===== config.mk =====
export PLATFORM = sky130hd
export DESIGN_NAME = tlul_mem_bist_host
export DESIGN_NICKNAME = d
export VERILOG_FILES = /design/src/rtl/tlul_mem_bist_host_if.sv /design/src/rtl/tlul_mem_bist_host.sv
export SDC_FILE = /design/constraint.sdc
export NUM_CORES = 1
export LEC_CHECK = 0
export BUFFER_PORTS_ARGS = -buffer_cell sky130_fd_sc_hd__buf_2
export CAP_MARGIN = 20
export CORE_MARGIN = 10
export CORE_UTILIZATION = 46
export CTS_BUF_LIST = sky130_fd_sc_hd__clkbuf_16
export DETAILED_ROUTE_END_ITERATION = 8
export PLACE_DENSITY = 0.85
export SYNTH_ARGS = -nofsm -noshare
export SYNTH_HDL_FRONTEND = slang
export SYNTH_SLANG_ARGS = --single-unit

===== constraint.sdc =====
create_clock -name clk_i -period 3.1 [get_ports clk_i]
set_input_delay 0.31 -clock clk_i [delete_from_list [all_inputs] [get_ports clk_i]]
set_output_delay 0.31 -clock clk_i [all_outputs]
set_load 0.1 [all_outputs]

===== src/rtl/tlul_mem_bist_host_if.sv =====
// TL-UL types and the host/device bus bundle
// used by the memory BIST host.
package tlul_pkg;
  localparam int TL_AW  = 32;
  localparam int TL_DW  = 32;
  localparam int TL_AIW = 8;
  localparam int TL_DIW = 1;
  localparam int TL_DBW = 4;
  localparam int TL_SZW = 2;

  localparam logic [3:0] MuBi4False = 4'h9;

  typedef enum logic [2:0] {
    PutFullData    = 3'h0,
    PutPartialData = 3'h1,
    Get            = 3'h4
  } tl_a_op_e;

  typedef enum logic [2:0] {
    AccessAck     = 3'h0,
    AccessAckData = 3'h1
  } tl_d_op_e;

  typedef struct packed {
    logic [3:0] instr_type;
    logic [6:0] cmd_intg;
    logic [6:0] data_intg;
  } tl_a_user_t;

  typedef struct packed {
    logic [6:0] rsp_intg;
    logic [6:0] data_intg;
  } tl_d_user_t;

  typedef struct packed {
    logic              a_valid;
    tl_a_op_e          a_opcode;
    logic [2:0]        a_param;
    logic [TL_SZW-1:0] a_size;
    logic [TL_AIW-1:0] a_source;
    logic [TL_AW-1:0]  a_address;
    logic [TL_DBW-1:0] a_mask;
    logic [TL_DW-1:0]  a_data;
    tl_a_user_t        a_user;
    logic              d_ready;
  } tl_h2d_t;

  typedef struct packed {
    logic              d_valid;
    tl_d_op_e          d_opcode;
    logic [2:0]        d_param;
    logic [TL_SZW-1:0] d_size;
    logic [TL_AIW-1:0] d_source;
    logic [TL_DIW-1:0] d_sink;
    logic [TL_DW-1:0]  d_data;
    tl_d_user_t        d_user;
    logic              d_error;
    logic              a_ready;
  } tl_d2h_t;
endpackage



===== src/rtl/tlul_mem_bist_host.sv =====
// TL-UL memory BIST host: writes a seeded pattern
// over a word range, reads it back and compares.
module tlul_mem_bist_host
  import tlul_pkg::*;
#(
  parameter int unsigned       CntW     = 12,
  parameter logic [TL_AIW-1:0] SourceId = '0
) (
  input  logic            clk_i,
  input  logic            rst_ni,
  input  logic            start_i,
  input  logic [31:0]     base_addr_i,
  input  logic [CntW-1:0] num_words_i,
  input  logic [31:0]     pattern_i,
  output logic            busy_o,
  output logic            done_o,
  output logic            err_o,
  output logic [CntW-1:0] err_count_o,
  output logic [31:0]     first_err_addr_o,
  output tl_h2d_t         tl_o,
  input  tl_d2h_t         tl_i
);
  typedef enum logic [2:0] {
    ST_IDLE,
    ST_WR_REQ,
    ST_WR_RSP,
    ST_RD_REQ,
    ST_RD_RSP,
    ST_DONE
  } state_e;

  state_e          r_state, w_state_d;
  logic [31:0]     r_base, r_pat, r_first;
  logic [CntW-1:0] r_num, r_idx, r_cnt;
  logic            r_err;
  logic            w_req, w_rsp, w_wr;
  logic            w_last, w_take, w_err_ev;
  logic            w_start;
  logic [31:0]     w_addr, w_exp;
  logic            w_unused;

  assign w_req = (r_state == ST_WR_REQ) ||
                 (r_state == ST_RD_REQ);
  assign w_rsp = (r_state == ST_WR_RSP) ||
                 (r_state == ST_RD_RSP);
  assign w_wr  = (r_state == ST_WR_REQ);

  assign w_start = (r_state == ST_IDLE) && start_i;
  assign w_last  = (r_idx == r_num - CntW'(1));
  assign w_take  = w_rsp && tl_i.d_valid;
  assign w_addr  = r_base + (32'(r_idx) << 2);
  assign w_exp   = r_pat ^ 32'(r_idx);

  assign w_err_ev = w_take &&
    (tl_i.d_error ||
     ((r_state == ST_RD_RSP) &&
      (tl_i.d_data != w_exp)));

  always_ff @(posedge clk_i or negedge rst_ni) begin
    if (!rst_ni) begin
      r_state <= ST_IDLE;
    end else begin
      r_state <= w_state_d;
    end
  end

  always_comb begin
    w_state_d = r_state;
    unique case (r_state)
      ST_IDLE: begin
        if (start_i) begin
          w_state_d = (num_words_i == '0) ?
                      ST_DONE : ST_WR_REQ;
        end
      end
      ST_WR_REQ: begin
        if (tl_i.a_ready) w_state_d = ST_WR_RSP;
      end
      ST_WR_RSP: begin
        if (tl_i.d_valid) begin
          w_state_d = w_last ? ST_RD_REQ : ST_WR_REQ;
        end
      end
      ST_RD_REQ: begin
        if (tl_i.a_ready) w_state_d = ST_RD_RSP;
      end
      ST_RD_RSP: begin
        if (tl_i.d_valid) begin
          w_state_d = w_last ? ST_DONE : ST_RD_REQ;
        end
      end
      ST_DONE: w_state_d = ST_IDLE;
      default: w_state_d = ST_IDLE;
    endcase
  end

  // A fields come only from state and idx, so they
  // cannot move while a request is stalled.
  always_comb begin
    tl_o = '0;
    if (w_req) begin
      tl_o.a_valid   = 1'b1;
      tl_o.a_opcode  = w_wr ? PutFullData : Get;
      tl_o.a_size    = 2'd2;
      tl_o.a_mask    = 4'hF;
      tl_o.a_source  = SourceId;
      tl_o.a_address = w_addr;
      tl_o.a_data    = w_wr ? w_exp : '0;
      tl_o.a_user.instr_type = MuBi4False;
    end
    tl_o.d_ready = w_rsp;
  end

  always_ff @(posedge clk_i or negedge rst_ni) begin
    if (!rst_ni) begin
      r_base  <= '0;
      r_pat   <= '0;
      r_num   <= '0;
      r_idx   <= '0;
      r_err   <= 1'b0;
      r_cnt   <= '0;
      r_first <= '0;
    end else begin
      if (w_start) begin
        r_base  <= {base_addr_i[31:2], 2'b00};
        r_pat   <= pattern_i;
        r_num   <= num_words_i;
        r_idx   <= '0;
        r_err   <= 1'b0;
        r_cnt   <= '0;
        r_first <= '0;
      end
      if (w_take) begin
        r_idx <= w_last ? '0 : r_idx + CntW'(1);
      end
      if (w_err_ev) begin
        r_err <= 1'b1;
        if (r_cnt != {CntW{1'b1}}) begin
          r_cnt <= r_cnt + CntW'(1);
        end
        if (!r_err) r_first <= w_addr;
      end
    end
  end

  assign busy_o           = (r_state != ST_IDLE);
  assign done_o           = (r_state == ST_DONE);
  assign err_o            = r_err;
  assign err_count_o      = r_cnt;
  assign first_err_addr_o = r_first;

  assign w_unused = ^{tl_i.d_opcode, tl_i.d_param,
                      tl_i.d_size, tl_i.d_source,
                      tl_i.d_sink, tl_i.d_user,
                      base_addr_i[1:0]};
endmodule


# Yosys cells after proc, flatten, opt, wreduce, memory -nomap -nowiden
# Index checks and enable logic that the tools add are counted.
# word_totals
out_inout_bits,151
register_bits,134
elab_cells,63
in_bits,145
# op_classes
eq_ne,13
bitwise,1
n_mux,24
addsub,4
reduce_logical,13
# ops
cell,n
$mux W32,4
$mux W82,1
$mux W12,6
$add A32 B14 Y32,1
$ne A32 B32 Y1,1
$xor A32 B12 Y32,1
$add A12 B1 Y12 const B,2
$mux W3,8
$pmux W3 S5,1
$eq A12 B12 Y1,1
$logic_not A12 Y1,1
$ne A12 B12 Y1 const B,1
$sub A12 B1 Y12 const B,1
$ne A2 B2 Y1 const B,5
$eq A3 B2 Y1 const B,2
$eq A3 B3 Y1 const B,2
$reduce_and A5 Y1,1
$logic_and A1 B1 Y1,4
$mux W4,1
$reduce_bool A2 Y1,2
$eq A3 B1 Y1 const B,1
$logic_not A3 Y1,1
$logic_or A1 B1 Y1,3
$reduce_bool A3 Y1,1
2 further kinds,3

# Logic depth before layout (Yosys ltp)
# Gate-level depths: netlist (run 1).
# depth
word_depth,6
ltp_mapped,10
depth_no_buf,9

# Worst setup path after synthesis (run 1)
# OpenSTA, ideal clock, no wires.
# synth_timing
kind,register to output
from,reg r_idx[2]
to,out tl_o[72] (netlist name)
arrival_time_ps,3409
path_buffers,0
required_ps,2790
setup_slack_ps,-619
stages_incl_launch_ff,9
cell_sequence,dfrtp_1 -> ha_1 -> o21ai_0 -> o21ai_0 -> a21oi_1 -> and3_1 -> or3b_2 -> xor2_1 -> nor2_1
# synth_rtl
item,line,text
from (decl),tlul_mem_bist_host.sv:34,"logic [CntW-1:0] r_num, r_idx, r_cnt;"
from (signal assigned),tlul_mem_bist_host.sv:134,r_idx <= w_last ? '0 : r_idx + CntW'(1);
to (decl),tlul_mem_bist_host.sv:20,"output tl_h2d_t tl_o,"

==> out/summary.txt, run 1 <==
MaxCap Viol Count = 0
Synth Flop Type = dfrtp_1
Crit path launch = r_base[17]
Final Hold Fails = 0
CP Capture Type = output port
Layout cell share with drive strength beyond 1 = 34.1%
Worst Path Buf+Inv = 3
Avg Inst Size Synth = 8.51 µm²
DR DRC count = 0
Min cycle time layout = 3.28 ns
First-pass GRT wire length = 41000 µm
Worst-Margin Slew = 0.867 ns
Crit path launch type = register
CP max FO = 5
Total Die Area = 0.0232 mm²
Most used cell, CP = nor2_4
Row Count = 48
DP Wirelength = 18200 µm
FF+latch count, synth = 134
Layout Utilization = 64.9%
Final setup viols = 13
CTS buffer count = 17
Async SR Flop Fraction = 100%
Total grt overflow = 0
Gr usage total = 21.3%
Met2 Wirelength = 13400 µm
RD Place Congestion = 0.913
Failing checks = setup timing
Hold Crit Depth = 3
Fmax = 305 MHz
Top cells by area, synth = dfrtp_1 (42%), nand2_1 (12%), xnor2_1 (6.0%)
Num Clock Sinks = 134
CP peak stage delay = 0.61 ns
Worst hold start = base_addr_i[16]
Buffers on Ports = 230
Synthesized instance count = 948
CP top delay family = simple AND/OR/NAND/NOR gates
Final setup TNS = -1.53 ns
CTS tree = yes
Crit Path Class = reg -> out
Worst-path cell chain = nand3_1 > or4_4 > or2_4 > buf_4 > buf_6 > o311a_4 > nor2_4 > xnor2_2 > nor2_4 > buf_12
IO Pins = 296
Post-synthesis sequential area ratio = 41.6%
Die W = 152 µm
Vert. Die Dim = 152 µm
Crit-path slowest cell = or4_4
Pin count of the biggest net entering global routing = 90
Setup Skew = 0.0102 ns
Final setup margin = -0.179 ns
Post-Route WL = 26600 µm
DR pass1 iterations = 5
Commonest cells after routing, fill and taps aside = nand2_1 (250), buf_2 (198), dfrtp_1 (134), xnor2_1 (51), buf_4 (51)
DR top layer = met4
CTS H-Tree Depth = 4
Slew Viols, Final = 0
Syn. warnings = 0
Synthesized area = 0.00807 mm²
Clock Pin Slew Worst Setup and Hold Paths = 0.06 ns
CTS root buf = clkbuf_16
Area leader, netlist = dfrtp_1
Placeable core area = 0.0172 mm²
Area growth, synth to finish = 38.6%
Final #Nets = 1353
Tcrit/Tclk final = 106%
Most common cell after layout, fill and taps aside = nand2_1
Status = finished with violations
Yosys cell types = 65
WP data required = 2.79 ns
M1 wire length = 10100 µm
Crit. path cell count = 10
Vias in the first global route = 7949
Initial Util = 46.8%
Met3 wire length = 2170 µm
EDFF count, synth = 0
WL per Instance = 18.6 µm
Clock latency on the worst-skew pair = 0.43 ns
DR vias = 7836
Worst hold path type = in -> reg
Initial antenna violation count = 2
Post-DRT Antenna Nets = 0
CP arrival = 2.97 ns
RSZ-0062 raised after global routing = yes
Initial DRC Count = 602
DR vias/cell = 5.48
R2R cell count = 16
Worst r2r src = r_base[2]
Slew headroom = 42.2%
Buffer depth of the longest clock path = 2
Synth top area share = 41.6%
cell usage after synthesis, types with 15 or more instances:
cell type  instances
buf_4             45
a21oi_1           22
nand3_1           48
o21ai_1           32
nor2_1            68
nand2_1          255
o21ai_0           25
and3_1            36
xnor2_1           55
ha_1              15
xor2_1            20
dfrtp_1          134
clkbuf_1          34
layer usage:
layer | GRT usage (%) | vias up
li1 | - | 3599
met1 | 24.8 | 3747
met2 | 35.6 | 409
met3 | 6.44 | 81
met4 | 8.86 | 0
met5 | 0 | -
registers in the layout (all words and copies together), names as in the netlist:
signal and cells:
r_base 30, r_num 12, r_state 3, r_idx 12, err_o 1, r_pat 32, err_count_o 12, first_err_addr_o 32
final cells by class:
| cell class | instances | area [µm²] |
|---|---|---|
| Sequential cell | 134 | 3350 |
| Antenna cell | 2 | 5.00 |
| Inverter | 14 | 52.6 |
| Clock inverter | 14 | 184 |
| Tap cell | 225 | 282 |
| Clock buffer | 17 | 425 |
| Fill cell | 1320 | 6050 |
| Timing Repair Buffer | 284 | 2030 |
| Multi-Input combinational cell | 741 | 4850 |
repair_timing:
item                                    4_1_cts  5_1_grt
hold buffers                                  1        0
pin swaps                                    23       23
resized for setup                            53       24
buffers inserted                             95        9
endpoints found under the setup margin       19       20
endpoints found under the hold margin         1        0
worst register-to-register path: cells and delay by family, from the launching register on:
| family | cells | cell delay (ns) |
|---|---|---|
| and+or+nand+nor | 1 | 0.12 |
| xor gates and xnor gates | 1 | 0.15 |
| adders and majority gates | 2 | 0.58 |
| AOI/OAI and AO/OA | 5 | 0.89 |
| DFF | 1 | 0.41 |
| buffers and inverters | 7 | 0.90 |
logic make-up after synthesis:
family | count (synthesis) | synth area share [%]
AO/OA/AOI/OAI | 123 | 9.62
XOR/XNOR | 85 | 10.9
flip-flops | 134 | 41.6
adder cells (fa/ha/maj) | 16 | 2.57
multiplexers | 12 | 1.49
buffers and inverters | 104 | 7.09
AND/OR/NAND/NOR | 473 | 26.7
other | 1 | 0.0465
metrics by stage:
| stage | worst slack (ns) | std cells | hold slack [ns] | area [µm²] |
|---|---|---|---|---|
| 6_report | -0.179 | 1431 | 0.0681 | 11200 |
| 5_1_grt | -0.252 | 1431 | 0.0646 | 11200 |
| 4_1_cts | -0.247 | 1420 | 0.0620 | 11000 |
| 3_5_place_dp | 0.00571 | 1372 | 0.452 | 9920 |
| 3_3_place_gp | 0.0667 | 1372 | 0.446 | 9920 |
| 2_1_floorplan | -0.167 | 979 | 0.0144 | 8320 |
worst paths after layout:
kind	to	slack [ns]
worst min-delay path	r_base[16]	0.07
worst min register to register	err_o	0.48
worst max register to register	first_err_addr_o[14]	-0.01
max in group asynchronous	r_base[31]	1.69
worst max-delay path	tl_o[83]	-0.18
min in group asynchronous	first_err_addr_o[1]	0.52
Power of run 1 is left out: the tool's default activity adds up to more than one toggle a clock period on the data nets, which glitch-free logic cannot reach.
==> run 2: changes to the inputs <==
--- a/config.mk
+++ b/config.mk
@@ -7,11 +7,14 @@
 export LEC_CHECK = 0
 export BUFFER_PORTS_ARGS = -buffer_cell sky130_fd_sc_hd__buf_2
 export CAP_MARGIN = 20
+export CELL_PAD_IN_SITES_DETAIL_PLACEMENT = 0
+export CELL_PAD_IN_SITES_GLOBAL_PLACEMENT = 1
 export CORE_MARGIN = 10
-export CORE_UTILIZATION = 46
+export CORE_UTILIZATION = 36
 export CTS_BUF_LIST = sky130_fd_sc_hd__clkbuf_16
 export DETAILED_ROUTE_END_ITERATION = 8
-export PLACE_DENSITY = 0.85
+export GPL_ROUTABILITY_DRIVEN = 0
+export PLACE_DENSITY = 0.91
 export SYNTH_ARGS = -nofsm -noshare
 export SYNTH_HDL_FRONTEND = slang
 export SYNTH_SLANG_ARGS = --single-unit
==> constraint.sdc (replaced) <==
create_clock -name clk_i -period 3.1 [get_ports clk_i]
set_input_delay 0.62 -clock clk_i [delete_from_list [all_inputs] [get_ports clk_i]]
set_output_delay 0.62 -clock clk_i [all_outputs]
set_load 0.1 [all_outputs]
==> out/summary.txt, run 2 (synthesis gave the netlist of run 1 again) <==
Status = finished with violations
Failing checks = setup timing
Vias in the first global route = 7658
Initial Util = 36.7%
Clock Pin Slew Worst Setup and Hold Paths = 0.06 ns
Final #Nets = 1388
Crit path launch type = register
CP max FO = 3
Tcrit/Tclk final = 113%
Total Die Area = 0.0288 mm²
CTS buffer count = 17
DR DRC count = 0
Placed Area = 0.0106 mm²
Worst-Margin Slew = 0.740 ns
Slew Viols, Final = 0
First-pass GRT wire length = 41300 µm
Final setup margin = -0.416 ns
CP Capture Type = output port
Initial DRC Count = 458
Fmax = 284 MHz
DP Wirelength = 19100 µm
CTS root buf = clkbuf_16
MaxCap Viol Count = 0
Post-layout instance area = 0.0121 mm²
Final setup viols = 22
CP arrival = 2.90 ns
Row Count = 54
Multi-input gate area = 0.00510 mm²
CTS tree = yes
Worst hold path type = in -> async
R2R setup slack = 0.31 ns
Min cycle time layout = 3.52 ns
Placeable core area = 0.0220 mm²
Area growth, synth to finish = 49.4%
CP peak stage delay = 0.44 ns
Fillers = 1910
Gr usage total = 17.8%
Clock latency on the worst-skew pair = 0.42 ns
Post-DRT Antenna Nets = 0
Worst-path cell chain = ha_4 > nand3_4 > or4_4 > or2_4 > o211ai_1 > buf_4 > buf_6 > nand2_4 > xor2_4 > nor2_4 > buf_12
Initial antenna violation count = 3
Most common cell after layout, fill and taps aside = nand2_1
Num Clock Sinks = 134
DR vias/cell = 4.93
Commonest cells after routing, fill and taps aside = nand2_1 (248), buf_2 (183), dfrtp_1 (132), buf_4 (77), buf_12 (48)
DR vias = 7505
Die W = 170 µm
CTS H-Tree Depth = 4
DR pass1 iterations = 5
Buffer depth of the longest clock path = 2
Setup Skew = 0.00809 ns
IO Pins = 296
Hold-fix buffer count after cts = 0
RSZ-0062 raised after global routing = yes
Post-Route WL = 26500 µm
Buffers on Ports = 230
WP data required = 2.48 ns
Total grt overflow = 0
Crit-path slowest cell = or4_4
Layout cell share with drive strength beyond 1 = 38.3%
WL per Instance = 17.4 µm
Final Hold Fails = 0
Register area = 0.00336 mm²
Pin count of the biggest net entering global routing = 70
Vert. Die Dim = 170 µm
Slew headroom = 50.7%
Crit Path Class = reg -> out
run 2: path summary, 6_finish.rpt:
check | start | end | cells past startpoint
max | r_idx[11] | tl_o[80] | 11
min | rst_ni | err_count_o[6] | 1
max reg2reg | r_idx[0] | first_err_addr_o[17] | 11
min reg2reg | r_pat[5] | r_pat[5] | 2
max in group asynchronous | rst_ni | r_pat[28] | 2
min in group clk_i | pattern_i[19] | r_pat[19] | 3
run 2: layout make-up:
type                            count  share of cell area, %
Antenna cell                        3                 0.0623
Clock buffer                       17                   3.53
Clock inverter                     14                   1.55
Inverter                           14                  0.436
Multi-Input combinational cell    741                   42.3
Sequential cell                   134                   27.8
Tap cell                          280                   2.91
Timing Repair Buffer              319                   21.4
run 2: worst max-delay path: cells and delay by family, from the launching register on:
family / cells / cell delay, ns
AND/OR/NAND/NOR: 5 / 0.97
buffers and inverters: 3 / 0.48
flip-flops: 1 / 0.43
adder cells (fa/ha/maj): 1 / 0.28
XOR/XNOR: 1 / 0.18
AO/OA/AOI/OAI: 1 / 0.15
run 2: what timing repair did:
action | in CTS | in global routing
setup buffers | 15 | 11
gates cloned | 0 | 0
pin swaps | 43 | 35
endpoints found under the setup margin | 24 | 25
gates resized for setup | 65 | 49
run 2: metal layers:
metal | track usage (%) | routed length, µm | vias up
li1 | - | - | 3671
met1 | 21.8 | 11000 | 3588
met2 | 30.0 | 13300 | 224
met3 | 5.28 | 1830 | 22
met4 | 4.35 | 377 | 0
met5 | 0 | 0 | -
run 2: per-stage QoR:
stage	hold slack [ns]	TNS, ns	util (%)	std cells	setup WS, ns
finish	0.206	-5.57	54.9	1522	-0.416
global route	0.261	-7.97	54.9	1522	-0.500
CTS	0.242	-4.65	53.2	1510	-0.418
detailed placement	0.474	-0.658	48.5	1469	-0.0839
global placement	0.469	-0.414	48.5	1469	-0.0846
floorplan	0.324	-0.430	-	979	-0.187
Power of run 2 is left out for the same reason.
